## src/rtl/matmul_sequencer.sv

```systemverilog
// matmul_sequencer: control sequencer for a systolic matrix-multiply array.
// It walks CLEAR -> FEED -> (BIAS) -> WB -> DONE for one operation, with
// dimensions, mode and scratchpad targets captured when the start bit is seen.
// Optional feature: define MATMUL_SEQ_BIAS_EN to include the BIAS
// (bias-row read) state. Without it, sp_rd_* outputs are tied to 0 and
// mode_bit_i / read_target_i are ignored.
module matmul_sequencer #(
   parameter int DIM_W = 2,
   parameter int CNT_W = 4
) (
   input  logic             clk_i,
   input  logic             rst_ni,
   input  logic             start_bit_i,
   input  logic             mode_bit_i,
   input  logic [1:0]       write_target_i,
   input  logic [1:0]       read_target_i,
   input  logic [DIM_W-1:0] n_dim_i,
   input  logic [DIM_W-1:0] k_dim_i,
   input  logic [DIM_W-1:0] m_dim_i,
   output logic             start_clear_o,
   output logic             busy_o,
   output logic             acc_clr_o,
   output logic             feed_en_o,
   output logic [CNT_W-1:0] feed_idx_o,
   output logic             sp_rd_en_o,
   output logic [1:0]       sp_rd_target_o,
   output logic [DIM_W-1:0] sp_rd_row_o,
   output logic             sp_wr_en_o,
   output logic [1:0]       sp_wr_target_o,
   output logic [DIM_W-1:0] sp_wr_row_o,
   output logic             done_o
);

   typedef enum logic [2:0] {
      S_IDLE  = 3'd0,
      S_CLEAR = 3'd1,
      S_FEED  = 3'd2,
      S_WB    = 3'd3,
      S_DONE  = 3'd4
`ifdef MATMUL_SEQ_BIAS_EN
      ,
      S_BIAS  = 3'd5
`endif
   } state_t;

   state_t           state_q;

   // Shadow copies of the control register, frozen for the whole operation.
   logic [DIM_W-1:0] n_q;
   logic [DIM_W-1:0] k_q;
   logic [DIM_W-1:0] m_q;
   logic [1:0]       wr_tgt_q;
`ifdef MATMUL_SEQ_BIAS_EN
   logic             mode_q;
   logic [1:0]       rd_tgt_q;
`endif

   // Last feed index: (K+1)+(N+1)+(M+1)-2-1 = k+n+m in encoded terms.
   logic [CNT_W-1:0] feed_last;
   assign feed_last = CNT_W'(k_q) + CNT_W'(n_q) + CNT_W'(m_q);

`ifndef MATMUL_SEQ_BIAS_EN
   // Bias read port is absent in this build.
   assign sp_rd_en_o     = 1'b0;
   assign sp_rd_target_o = 2'b00;
   assign sp_rd_row_o    = '0;

   logic unused_bias_inputs;
   assign unused_bias_inputs = ^{mode_bit_i, read_target_i};
`endif

   // Sequencer FSM: state, shadow registers and all registered outputs.
   // Outputs default to 0 each cycle and are raised for the state being entered,
   // so indices and targets are 0 whenever their enable is low.
   always_ff @(posedge clk_i or negedge rst_ni) begin
      if (!rst_ni) begin
         state_q        <= S_IDLE;
         n_q            <= '0;
         k_q            <= '0;
         m_q            <= '0;
         wr_tgt_q       <= 2'b00;
`ifdef MATMUL_SEQ_BIAS_EN
         mode_q         <= 1'b0;
         rd_tgt_q       <= 2'b00;
         sp_rd_en_o     <= 1'b0;
         sp_rd_target_o <= 2'b00;
         sp_rd_row_o    <= '0;
`endif
         start_clear_o  <= 1'b0;
         busy_o         <= 1'b0;
         acc_clr_o      <= 1'b0;
         feed_en_o      <= 1'b0;
         feed_idx_o     <= '0;
         sp_wr_en_o     <= 1'b0;
         sp_wr_target_o <= 2'b00;
         sp_wr_row_o    <= '0;
         done_o         <= 1'b0;
      end else begin
         start_clear_o  <= 1'b0;
         busy_o         <= 1'b0;
         acc_clr_o      <= 1'b0;
         feed_en_o      <= 1'b0;
         feed_idx_o     <= '0;
         sp_wr_en_o     <= 1'b0;
         sp_wr_target_o <= 2'b00;
         sp_wr_row_o    <= '0;
         done_o         <= 1'b0;
`ifdef MATMUL_SEQ_BIAS_EN
         sp_rd_en_o     <= 1'b0;
         sp_rd_target_o <= 2'b00;
         sp_rd_row_o    <= '0;
`endif
         case (state_q)
            S_IDLE: begin
               if (start_bit_i) begin
                  state_q       <= S_CLEAR;
                  n_q           <= n_dim_i;
                  k_q           <= k_dim_i;
                  m_q           <= m_dim_i;
                  wr_tgt_q      <= write_target_i;
`ifdef MATMUL_SEQ_BIAS_EN
                  mode_q        <= mode_bit_i;
                  rd_tgt_q      <= read_target_i;
`endif
                  busy_o        <= 1'b1;
                  acc_clr_o     <= 1'b1;
                  start_clear_o <= 1'b1;
               end
            end
            S_CLEAR: begin
               state_q    <= S_FEED;
               busy_o     <= 1'b1;
               feed_en_o  <= 1'b1;
               feed_idx_o <= '0;
            end
            S_FEED: begin
               busy_o <= 1'b1;
               if (feed_idx_o == feed_last) begin
`ifdef MATMUL_SEQ_BIAS_EN
                  if (mode_q) begin
                     state_q        <= S_BIAS;
                     sp_rd_en_o     <= 1'b1;
                     sp_rd_target_o <= rd_tgt_q;
                     sp_rd_row_o    <= '0;
                  end else begin
                     state_q        <= S_WB;
                     sp_wr_en_o     <= 1'b1;
                     sp_wr_target_o <= wr_tgt_q;
                     sp_wr_row_o    <= '0;
                  end
`else
                  state_q        <= S_WB;
                  sp_wr_en_o     <= 1'b1;
                  sp_wr_target_o <= wr_tgt_q;
                  sp_wr_row_o    <= '0;
`endif
               end else begin
                  feed_en_o  <= 1'b1;
                  feed_idx_o <= feed_idx_o + CNT_W'(1);
               end
            end
`ifdef MATMUL_SEQ_BIAS_EN
            S_BIAS: begin
               busy_o <= 1'b1;
               if (sp_rd_row_o == n_q) begin
                  state_q        <= S_WB;
                  sp_wr_en_o     <= 1'b1;
                  sp_wr_target_o <= wr_tgt_q;
                  sp_wr_row_o    <= '0;
               end else begin
                  sp_rd_en_o     <= 1'b1;
                  sp_rd_target_o <= rd_tgt_q;
                  sp_rd_row_o    <= sp_rd_row_o + DIM_W'(1);
               end
            end
`endif
            S_WB: begin
               busy_o <= 1'b1;
               if (sp_wr_row_o == n_q) begin
                  state_q <= S_DONE;
                  done_o  <= 1'b1;
               end else begin
                  sp_wr_en_o     <= 1'b1;
                  sp_wr_target_o <= wr_tgt_q;
                  sp_wr_row_o    <= sp_wr_row_o + DIM_W'(1);
               end
            end
            S_DONE: begin
               state_q <= S_IDLE;
            end
            default: begin
               state_q <= S_IDLE;
            end
         endcase
      end
   end

endmodule

```

## config.mk

```make
export PLATFORM = sky130hd
export DESIGN_NAME = matmul_sequencer
export DESIGN_NICKNAME = d
export VERILOG_FILES = /design/src/rtl/matmul_sequencer.sv
export SDC_FILE = /design/constraint.sdc
export NUM_CORES = 1
export LEC_CHECK = 0
export BUFFER_PORTS_ARGS = -buffer_cell sky130_fd_sc_hd__buf_4
export CAP_MARGIN = 15
export CORE_MARGIN = 2
export CORE_UTILIZATION = 50
export CTS_CLUSTER_DIAMETER = 80
export DETAILED_ROUTE_END_ITERATION = 12
export PLACE_DENSITY = 0.74
export SLEW_MARGIN = 20
export SYNTH_ARGS = -nofsm -noshare
export SYNTH_HDL_FRONTEND = slang
export SYNTH_SLANG_ARGS = --single-unit
```

## constraint.sdc

```tcl
create_clock -name clk_i -period 2.6 [get_ports clk_i]
set_input_delay 0.39 -clock clk_i [delete_from_list [all_inputs] [get_ports clk_i]]
set_output_delay 0.39 -clock clk_i [all_outputs]
set_load 0.1 [all_outputs]
```

Yosys cells after proc, flatten, opt, wreduce, memory -nomap -nowiden:

Cells that the tools add are included.

* bits in registers: 24
* latch bits: 0
* RAM bits: 0
* memory bits (read-only): 0
* output and inout port bits: 19
* logic and storage cells: 50
* memories: 0

* add/subtract/negate cells: 4
* multipliers: 0
* divide/modulo/power cells: 0
* $lt $le $gt $ge: 0
* eq/ne operators: 8
* shift-type cells: 0
* multiplexer cells: 21
* bitwise gates (word level): 0
* reductions and logical operators: 4

Operator list (number)
* one-hot mux 3 bit (4 select lines): 1
* 2-to-1 mux 3 bit: 3
* 2-to-1 mux 2 bit: 4
* 2-to-1 mux 4 bit: 2
* 2-to-1 mux 1 bit: 7
* equality test 3 x 2 -> 1 bit, second input constant: 2
* inequality test 2 bit, second input constant: 3
* one-hot mux 1 bit (2 select lines): 3
* adder 3 x 2 -> 4 bit: 1
* adder 4 x 1 -> 4 bit, second input constant: 1
* equality test 4 bit: 1
* one-hot mux 2 bit (2 select lines): 1
* adder 2 x 2 -> 3 bit: 1
* equality test 3 x 1 -> 1 bit, second input constant: 1
* zero test 3 bit: 1
* AND reduction 3 bit: 1
* OR reduction 3 bit: 1
* adder 2 x 1 -> 2 bit, second input constant: 1
* equality test 2 bit: 1
* AND reduction 2 bit: 1

Logic depth before layout (Yosys ltp):

Gate-level depths: netlist of the first run.

* depth in word-level cells: 5
* gate-level depth with buffers: 8
* depth with buffers taken out: 8

Worst setup path after synthesis of the first run:

No wires, ideal clock.

* path type: register to register
* start: register n_q[1]
* end: register feed_idx_o[1]
* library setup time: 0.120 ns
* data arrival time: 1.960 ns
* setup slack: 0.520 ns
* stages on the path, launching flop included: 9
* cells stage by stage: dfrtp_1 inv_1 fa_1 inv_1 ha_1 ha_1 xnor2_1 nand4_1 and3_1

* cells in the longest elaborated chain, start to end: 5

RTL lines
* from (decl): RTL line 49 `logic [DIM_W-1:0] n_q;`
* from (signal assigned): RTL line 117 `n_q <= n_dim_i;`
* adder 2 x 2 -> 3 bit: RTL line 60 `assign feed_last = CNT_W'(k_q) + CNT_W'(n_q) + CNT_W'(m_q);`
* adder 3 x 2 -> 4 bit: RTL line 60
* equality test 4 bit: RTL line 138 `if (feed_idx_o == feed_last) begin`
* 2-to-1 mux 4 bit: RTL line 138
* 2-to-1 mux 4 bit: RTL line 113 `case (state_q)`
* to (signal assigned): RTL line 159 `feed_idx_o <= feed_idx_o + CNT_W'(1);`
* to (decl): RTL line 24 `output logic [CNT_W-1:0] feed_idx_o,`

No other way between the ends.
A chain may end at the register's enable or synchronous reset.

Final worst setup path of the first run:

Ends and elaborated chain as after synthesis.

==> flow_metrics.env, run 1 <==
export IMPL_run_status="complete, no violations"
export IMPL_drv_max_cap_violation_count=0
export IMPL_synth_area_leaders="dfrtp_1 53%, buf_4 5.3%, xnor2_1 4.6%"
export IMPL_seq_area_frac_synth_pct=52.52
export IMPL_grt_use_total_pct=18.77
export IMPL_cts_buffer_depth=2
export IMPL_design_portCount=33
export IMPL_cts_buffers=3
export IMPL_first_global_vias=772
export IMPL_synthTopCellsByCount="24 x dfrtp_1, 9 x inv_1, 8 x buf_4, 8 x nand2_1, 7 x nor2_1"
export IMPL_fmax_ghz=0.4337
export IMPL_share_of_yosys_cell_area_claimed_by_the_top_area_cell_type_pct=52.52
export IMPL_globalRouteOverflowTotal=0
export IMPL_antenna_left=0
export IMPL_synth_edff_count=0
export IMPL_worst_setup_path_type="reg -> reg"
export IMPL_per_cell_via_count_in_the_routed_design=5.007
export IMPL_crit_fanout=5
export IMPL_synth_top_area_cell="dfrtp_1"
export IMPL_cts_tree="built"
export IMPL_maxSlewViolCount=0
export IMPL_wl_met2_mm=1.036
export IMPL_synth_most_common_cell="dfrtp_1"
export IMPL_cp_num_buf_inv=2
export IMPL_min_path_type="in -> reg"
export IMPL_worst_endpoint_required_ns=2.82
export IMPL_drtIter0Drc=17
export IMPL_synthCells=100
export IMPL_antenna_diode_count=0
export IMPL_number_of_standard_cell_rows_in_the_floorplan=17
export IMPL_worst_skew_pair_late_latency_ns=0.33
export IMPL_start_util_pct=52.20
export IMPL_wire_length_of_the_first_global_routing_pass_mm=3.553
export IMPL_syn_cell_area_mm2=0.001144
export IMPL_routedWlPerCell_um=13.52
export IMPL_dr_pass1_iters=3
export IMPL_dp_worst_setup_slack_ns=0.3054
export IMPL_post_cts_repair_setup_buffers=0
export IMPL_grt_max_degree=25
export IMPL_cts_root_buffer="clkbuf_4"
export IMPL_fin_crit_sh_pct=88.69
export IMPL_drc=0
export IMPL_synth_avg_cell_area_um2=11.44
export IMPL_cts_num_sinks=24
export IMPL_final_core_util_pct=61.74
export IMPL_via_count=761
export IMPL_critical_path_endpoint_type="register"
export IMPL_cts_resized=0
export IMPL_layout_setup_ws_ns=0.2941
export IMPL_fin_skew_ns=0.01288
export IMPL_worst_setup_hold_path_clk_slew_ns=0.14
export IMPL_top_delay_family_on_crit_path="adder cells"
export IMPL_setup_violations=0
export IMPL_met1_length_um=848
export IMPL_postSynth_asyncResetShare_pct=100.0
export IMPL_route_met3_wl_um=94
export IMPL_timing_critical_path_slowest_cell_delay_ns=0.55
export IMPL_setup_tns_ns=0
export IMPL_final_nets=144
export IMPL_die_height_um=51.83
export IMPL_dp_hpwl_mm=1.501
export IMPL_core_area_mm2=0.002191
export IMPL_route_top_layer_used="met4"
export IMPL_post_route_cells_drive_above_1_share_pct=27.42
export IMPL_grt_setup_unrepaired="no"
export IMPL_slew_headroom_pct=62.15
export IMPL_tightestPinTransition_ns=0.5654
export IMPL_place_gp_congestion=0.8168
export IMPL_final_hold_violation_count=0
export IMPL_cpMaxStageDelayCell="fa_1"
export IMPL_syn_to_final_growth_pct=18.27
export IMPL_port_buffers=24
export IMPL_cts_htree_levels=1
export IMPL_antenna_found_initial=0
export IMPL_setup_worst_path_start_class="register"
export IMPL_layout_min_cycle_time_ns=2.306
export IMPL_setup_reg_to_reg_worst_slack_ns=0.29
export IMPL_synthesis_yosys_warnings=0
export IMPL_cts_hold_fix_buffers=1
export IMPL_route_final_wire_length_mm=2.055
export IMPL_yosys_register_bits=24
export IMPL_timing_critical_path_arrival_ns=2.53
export IMPL_top_ff_cell_synth="dfrtp_1"
export IMPL_critical_path_cell_chain="inv_1 > fa_1 > inv_1 > ha_1 > ha_1 > xnor2_1 > nand4_1 > and3_1"
export IMPL_die_width_um=51.83
export IMPL_die_area_mm2=0.002686
export IMPL_ys_types=28
-- layout by cell type (no fill, tap or decap), types with 2 or more instances in the layout --
cell type,synthesis,routed
o22ai_1,2,2
conb_1,1,5
inv_1,9,9
o21ai_0,6,6
nor2_1,7,7
nor3_1,3,3
clkbuf_4,0,3
nor4_1,2,2
nand2_1,8,8
ha_1,3,3
mux2_2,3,3
fa_1,2,2
buf_4,8,25
xnor2_1,6,6
dfrtp_1,24,24
xor2_1,3,3
-- final timing paths --
check	startpoint	end	cells after the start
min	write_target_i[1]	wr_tgt_q[1]	3
max reg2reg	n_q[1]	feed_idx_o[1]	8
min in group asynchronous	rst_ni	sp_wr_target_o[0]	2
min reg2reg	sp_wr_row_o[0]	sp_wr_row_o[0]	1
max	n_q[1]	feed_idx_o[1]	8
max in group asynchronous	rst_ni	m_q[0]	2
-- state kept, by name, summed over array words and instances, names as in the netlist, 2 cells and up --
| signal | cells |
|---|---|
| n_q | 2 |
| sp_wr_row_o | 2 |
| feed_idx_o | 4 |
| state_q | 3 |
| m_q | 2 |
| sp_wr_target_o | 2 |
| k_q | 2 |
| wr_tgt_q | 2 |
-- logic make-up after synthesis --
| family | count (synthesis) | synth area share (%) |
|---|---|---|
| adders and majority gates | 5 | 6.784 |
| muxes | 3 | 2.954 |
| AOI/OAI and AO/OA | 12 | 6.564 |
| other | 1 | 0.3279 |
| DFF | 24 | 52.52 |
| and+or+nand+nor | 27 | 13.02 |
| buffers and inverters | 19 | 10.94 |
| xor gates and xnor gates | 9 | 6.893 |
-- per-stage QoR --
stage / instance area (µm²) / hold slack (ns) / cells
after floorplan: 1159 / 0.09441 / 104
after global placement: 1290 / 0.2965 / 147
after detailed placement: 1290 / 0.3008 / 147
after CTS: 1353 / 0.2710 / 152
after global routing: 1353 / 0.2693 / 152
final: 1353 / 0.2689 / 152
-- tightest hold or removal path, delay by kind of cell --
| kind | cells | cell delay [ns] |
|---|---|---|
| buf+inv | 1 | 0.08 |
| compound gates | 1 | 0.06 |
| simple gates | 1 | 0.04 |
-- routing by layer --
layer	vias to the layer above	global-route usage, %
met4	0	11.84
met2	24	31.22
met3	9	2.874
met5	-	0
li1	365	-
met1	363	22.61
-- layout make-up --
cell class / count / area (µm²)
clock buffers: 3 / 22.52
clock inverters: 1 / 30.03
inverters: 9 / 33.78
well taps: 28 / 35.03
fillers: 202 / 838.3
flip-flops and latches: 24 / 600.6
multi-input cells: 61 / 432.9
repair buffers: 26 / 197.7
Power of run 1 is not shown: default switching activity piles up to over one toggle a cycle in this logic, so the estimate is an artifact.
==> run 2: changes to the inputs <==
CORE_UTILIZATION = 53   (was 50)
CTS_BUF_LIST = sky130_fd_sc_hd__clkbuf_8   (was unset)
PLACE_DENSITY = 0.78   (was 0.74)
==> flow_metrics.env, run 2 (synthesis results as in run 1) <==
export IMPL_maxSlewViolCount=0
export IMPL_fmax_ghz=0.4381
export IMPL_final_hold_violation_count=0
export IMPL_timing_critical_path_slowest_cell_delay_ns=0.54
export IMPL_cts_resized=0
export IMPL_worst_skew_pair_late_latency_ns=0.26
export IMPL_antenna_left=0
export IMPL_cts_tree="built"
export IMPL_setup_violations=0
export IMPL_first_global_vias=732
export IMPL_regMostFlops="feed_idx_o"
export IMPL_timing_critical_path_arrival_ns=2.43
export IMPL_antenna_found_initial=0
export IMPL_dr_pass1_iters=5
export IMPL_cts_root_buffer="clkbuf_8"
export IMPL_grt_max_degree=25
export IMPL_post_cts_repair_setup_buffers=0
export IMPL_num_fill_cells=167
export IMPL_area_sequential_um2=600.6
export IMPL_worst_setup_hold_path_clk_slew_ns=0.08
export IMPL_tightestPinTransition_ns=0.4997
export IMPL_min_path_type="in -> async"
export IMPL_timing_critical_path_to="feed_idx_o[1]"
export IMPL_final_nets=143
export IMPL_top_delay_family_on_crit_path="adder cells"
export IMPL_cpMaxStageDelayCell="fa_1"
export IMPL_via_count=754
export IMPL_worst_endpoint_required_ns=2.75
export IMPL_timing_rr_end="feed_idx_o[1]"
export IMPL_route_final_wire_length_mm=1.971
export IMPL_worst_r2r_startpoint="n_q[1]"
export IMPL_cp_num_buf_inv=2
export IMPL_worstSetupPathDepth=8
export IMPL_wire_length_of_the_first_global_routing_pass_mm=3.532
export IMPL_core_area_mm2=0.002002
export IMPL_grt_setup_unrepaired="no"
export IMPL_final_core_util_pct=67.13
export IMPL_critical_path_endpoint_type="register"
export IMPL_cts_num_sinks=24
export IMPL_cts_htree_levels=1
export IMPL_cts_hold_fix_buffers=0
export IMPL_dp_worst_setup_slack_ns=0.3485
export IMPL_globalRouteOverflowTotal=0
export IMPL_per_cell_via_count_in_the_routed_design=5.027
export IMPL_drtIter0Drc=14
export IMPL_postPlaceCellArea_mm2=0.001289
export IMPL_most_common_layout_cells="25 x buf_4, 24 x dfrtp_1, 9 x inv_1"
export IMPL_drv_max_cap_violation_count=0
export IMPL_die_height_um=50.45
export IMPL_start_util_pct=57.13
export IMPL_fin_crit_sh_pct=87.79
export IMPL_antenna_diode_count=0
export IMPL_die_width_um=50.45
export IMPL_layout_min_cycle_time_ns=2.283
export IMPL_worst_setup_path_type="reg -> reg"
export IMPL_run_status="complete, no violations"
export IMPL_fin_skew_ns=0.003707
export IMPL_setup_worst_path_start_class="register"
export IMPL_crit_fanout=5
export IMPL_slew_headroom_pct=66.65
export IMPL_port_buffers=24
export IMPL_layout_setup_ws_ns=0.3174
export IMPL_largest_register_ffs=4
export IMPL_setup_reg_to_reg_worst_slack_ns=0.32
export IMPL_syn_to_final_growth_pct=17.51
export IMPL_drc=0
export IMPL_number_of_standard_cell_rows_in_the_floorplan=16
export IMPL_setup_tns_ns=0
export IMPL_die_area_mm2=0.002545
export IMPL_post_route_cells_drive_above_1_share_pct=27.64
export IMPL_routedWlPerCell_um=13.14
export IMPL_place_gp_congestion=0.7490
export IMPL_worst_setup_path_startpoint="n_q[1]"
export IMPL_cts_buffers=3
export IMPL_dp_hpwl_mm=1.474
export IMPL_finalInstanceArea_mm2=0.001344
export IMPL_cts_buffer_depth=2
export IMPL_critical_path_cell_chain="inv_1 > fa_1 > inv_1 > ha_1 > ha_1 > xnor2_1 > nand4_1 > and3_1"
export IMPL_grt_use_total_pct=18.53
export IMPL_layout_commonest_cell="buf_4"
export IMPL_biggestRegsByFlops="feed_idx_o (4), state_q (3)"
export IMPL_area_used_by_multi_input_combinational_logic_um2=432.9
export IMPL_reg2reg_depth=8
export IMPL_design_portCount=33
run 2: changes by cell type in the layout (fill, tap and decap cells not counted):
cell           previous run  this run
clkbuf_8                  0         4
dlygate4sd3_1             1         0
clkbuf_4                  3         0
bufinv_16                 1         0
run 2: per-layer routing:
| layer | part of all wire [%] | track usage (%) | up-vias |
|---|---|---|---|
| li1 | - | - | 362 |
| met1 | 39 | 24.01 | 366 |
| met2 | 55 | 32.24 | 24 |
| met3 | 5.3 | 2.679 | 2 |
| met4 | 0.86 | 5.405 | 0 |
| met5 | 0 | 0 | - |
run 2: per-stage QoR:
step,instances,hold slack (ns)
after CTS,150,0.01992
after global routing,150,0.02507
after global placement,146,0.2983
after floorplan,104,0.09441
final,150,0.01032
after detailed placement,146,0.3027
run 2: worst min-delay path by stage:
stage / from / end / slack [ns] / cells after the start
5_1_grt: rst_ni / busy_o / 0.03 / 1
3_3_place_gp: rst_ni / acc_clr_o / 0.30 / 1
2_1_floorplan: rst_ni / acc_clr_o / 0.09 / 0
4_1_cts: rst_ni / feed_en_o / 0.02 / 1
3_5_place_dp: rst_ni / acc_clr_o / 0.30 / 1
6_report: rst_ni / feed_en_o / 0.01 / 1
run 2: final cells by class:
class                      instances  area share (%)
clock buffer                       4           4.097
inverter                           9           2.514
multi-input combinational         61           32.22
sequential                        24           44.69
tap                               27           2.514
timing repair buffer              25           13.97
Power of run 2 is left out for the same reason.
==> run 3: changes to the inputs <==
PLACE_DENSITY = unset   (was 0.78)
PLACE_DENSITY_LB_ADDON = 0.12   (was unset)
==> flow_metrics.env, run 3 (synthesis results as in run 1) <==
export IMPL_regMostFlops="feed_idx_o"
export IMPL_postPlaceCellArea_mm2=0.001289
export IMPL_drc=0
export IMPL_most_common_layout_cells="25 x buf_4, 24 x dfrtp_1, 9 x inv_1"
export IMPL_worst_endpoint_required_ns=2.76
export IMPL_cts_htree_levels=1
export IMPL_grt_max_degree=25
export IMPL_route_final_wire_length_mm=1.803
export IMPL_globalRouteOverflowTotal=0
export IMPL_grt_use_total_pct=15.05
export IMPL_worst_skew_pair_late_latency_ns=0.26
export IMPL_cts_root_buffer="clkbuf_8"
export IMPL_finalInstanceArea_mm2=0.001360
export IMPL_tightestPinTransition_ns=0.5383
export IMPL_cts_tree="built"
export IMPL_fin_crit_sh_pct=86.26
export IMPL_worst_setup_hold_path_clk_slew_ns=0.08
export IMPL_per_cell_via_count_in_the_routed_design=4.960
export IMPL_cts_buffers=3
export IMPL_num_fill_cells=169
export IMPL_cts_hold_fix_buffers=0
export IMPL_setup_worst_path_start_class="register"
export IMPL_via_count=744
export IMPL_largest_register_ffs=4
export IMPL_setup_violations=0
export IMPL_timing_critical_path_arrival_ns=2.40
export IMPL_crit_fanout=5
export IMPL_design_portCount=33
export IMPL_maxSlewViolCount=0
export IMPL_post_route_cells_drive_above_1_share_pct=27.64
export IMPL_drv_max_cap_violation_count=0
export IMPL_layout_min_cycle_time_ns=2.243
export IMPL_routedWlPerCell_um=12.02
export IMPL_post_cts_repair_setup_buffers=0
export IMPL_first_global_vias=719
export IMPL_worst_setup_path_type="reg -> reg"
export IMPL_cts_num_sinks=24
export IMPL_drtIter0Drc=10
export IMPL_cts_resized=0
export IMPL_cts_buffer_depth=2
export IMPL_antenna_diode_count=0
export IMPL_final_nets=143
export IMPL_final_hold_violation_count=0
export IMPL_core_area_mm2=0.002002
export IMPL_fmax_ghz=0.4459
export IMPL_grt_setup_unrepaired="no"
export IMPL_area_used_by_multi_input_combinational_logic_um2=432.9
export IMPL_setup_tns_ns=0
export IMPL_area_sequential_um2=600.6
export IMPL_antenna_left=0
export IMPL_smallest_hold_slack_ns=0.005336
export IMPL_port_buffers=24
export IMPL_biggestRegsByFlops="feed_idx_o (4), state_q (3)"
export IMPL_fin_skew_ns=0.004061
export IMPL_slew_headroom_pct=63.96
export IMPL_critical_path_endpoint_type="register"
export IMPL_dp_hpwl_mm=1.362
export IMPL_antenna_found_initial=0
export IMPL_die_area_mm2=0.002545
export IMPL_dr_pass1_iters=4
export IMPL_number_of_standard_cell_rows_in_the_floorplan=16
export IMPL_syn_to_final_growth_pct=18.93
export IMPL_wire_length_of_the_first_global_routing_pass_mm=2.932
export IMPL_layout_commonest_cell="buf_4"
export IMPL_min_path_type="in -> async"
export IMPL_run_status="complete, no violations"
export IMPL_die_height_um=50.45
export IMPL_start_util_pct=57.13
export IMPL_place_gp_congestion=0.7913
export IMPL_die_width_um=50.45
-- run 3: cell types whose count changed in the layout (fill, tap and decap cells not counted) --
cell       before  now
clkbuf_8        4    3
bufinv_16       0    1
-- run 3: routing by layer --
metal / routed length [µm] / vias to the layer above / GRT usage, %
li1: - / 362 / -
met1: 797 / 360 / 19.60
met2: 898 / 22 / 24.78
met3: 107 / 0 / 2.083
met4: 0 / 0 / 7.207
met5: 0 / - / 0
-- run 3: cell type report --
type,count,share of cell area (%)
Sequential cell,24,44.16
Multi-Input combinational cell,61,31.83
Clock buffer,3,3.036
Inverter,9,2.484
Tap cell,27,2.484
Timing Repair Buffer,25,13.80
Clock inverter,1,2.208
-- run 3: final timing paths --
| path | start | slack (ns) | cells past startpoint | end |
|---|---|---|---|---|
| setup / recovery | n_q[1] | 0.36 | 8 | feed_idx_o[1] |
| hold / removal | rst_ni | 0.005 | 1 | acc_clr_o |
| setup reg to reg | n_q[1] | 0.36 | 8 | feed_idx_o[1] |
| hold reg to reg | sp_wr_row_o[0] | 0.53 | 1 | sp_wr_row_o[0] |
| max in group asynchronous | rst_ni | 2.36 | 1 | feed_idx_o[2] |
| min in group clk_i | k_dim_i[1] | 0.33 | 3 | k_q[1] |
-- run 3: worst max-delay path, stage by stage (launching register included) --
cell and delay [ns]:
dfrtp_1 0.37, inv_1 0.08, fa_1 0.53, inv_1 0.04, ha_1 0.19, ha_1 0.28
xnor2_1 0.19, nand4_1 0.22, and3_1 0.23
-- run 3: per-stage QoR --
step | cells | util [%] | setup slack [ns]
floorplan | 104 | - | 0.5199
global placement | 146 | 64.38 | 0.4138
detailed placement | 146 | 64.38 | 0.3981
CTS | 150 | 67.94 | 0.3572
global route | 150 | 67.94 | 0.2537
finish | 150 | 67.94 | 0.3572
Power of run 3 is left out for the same reason.
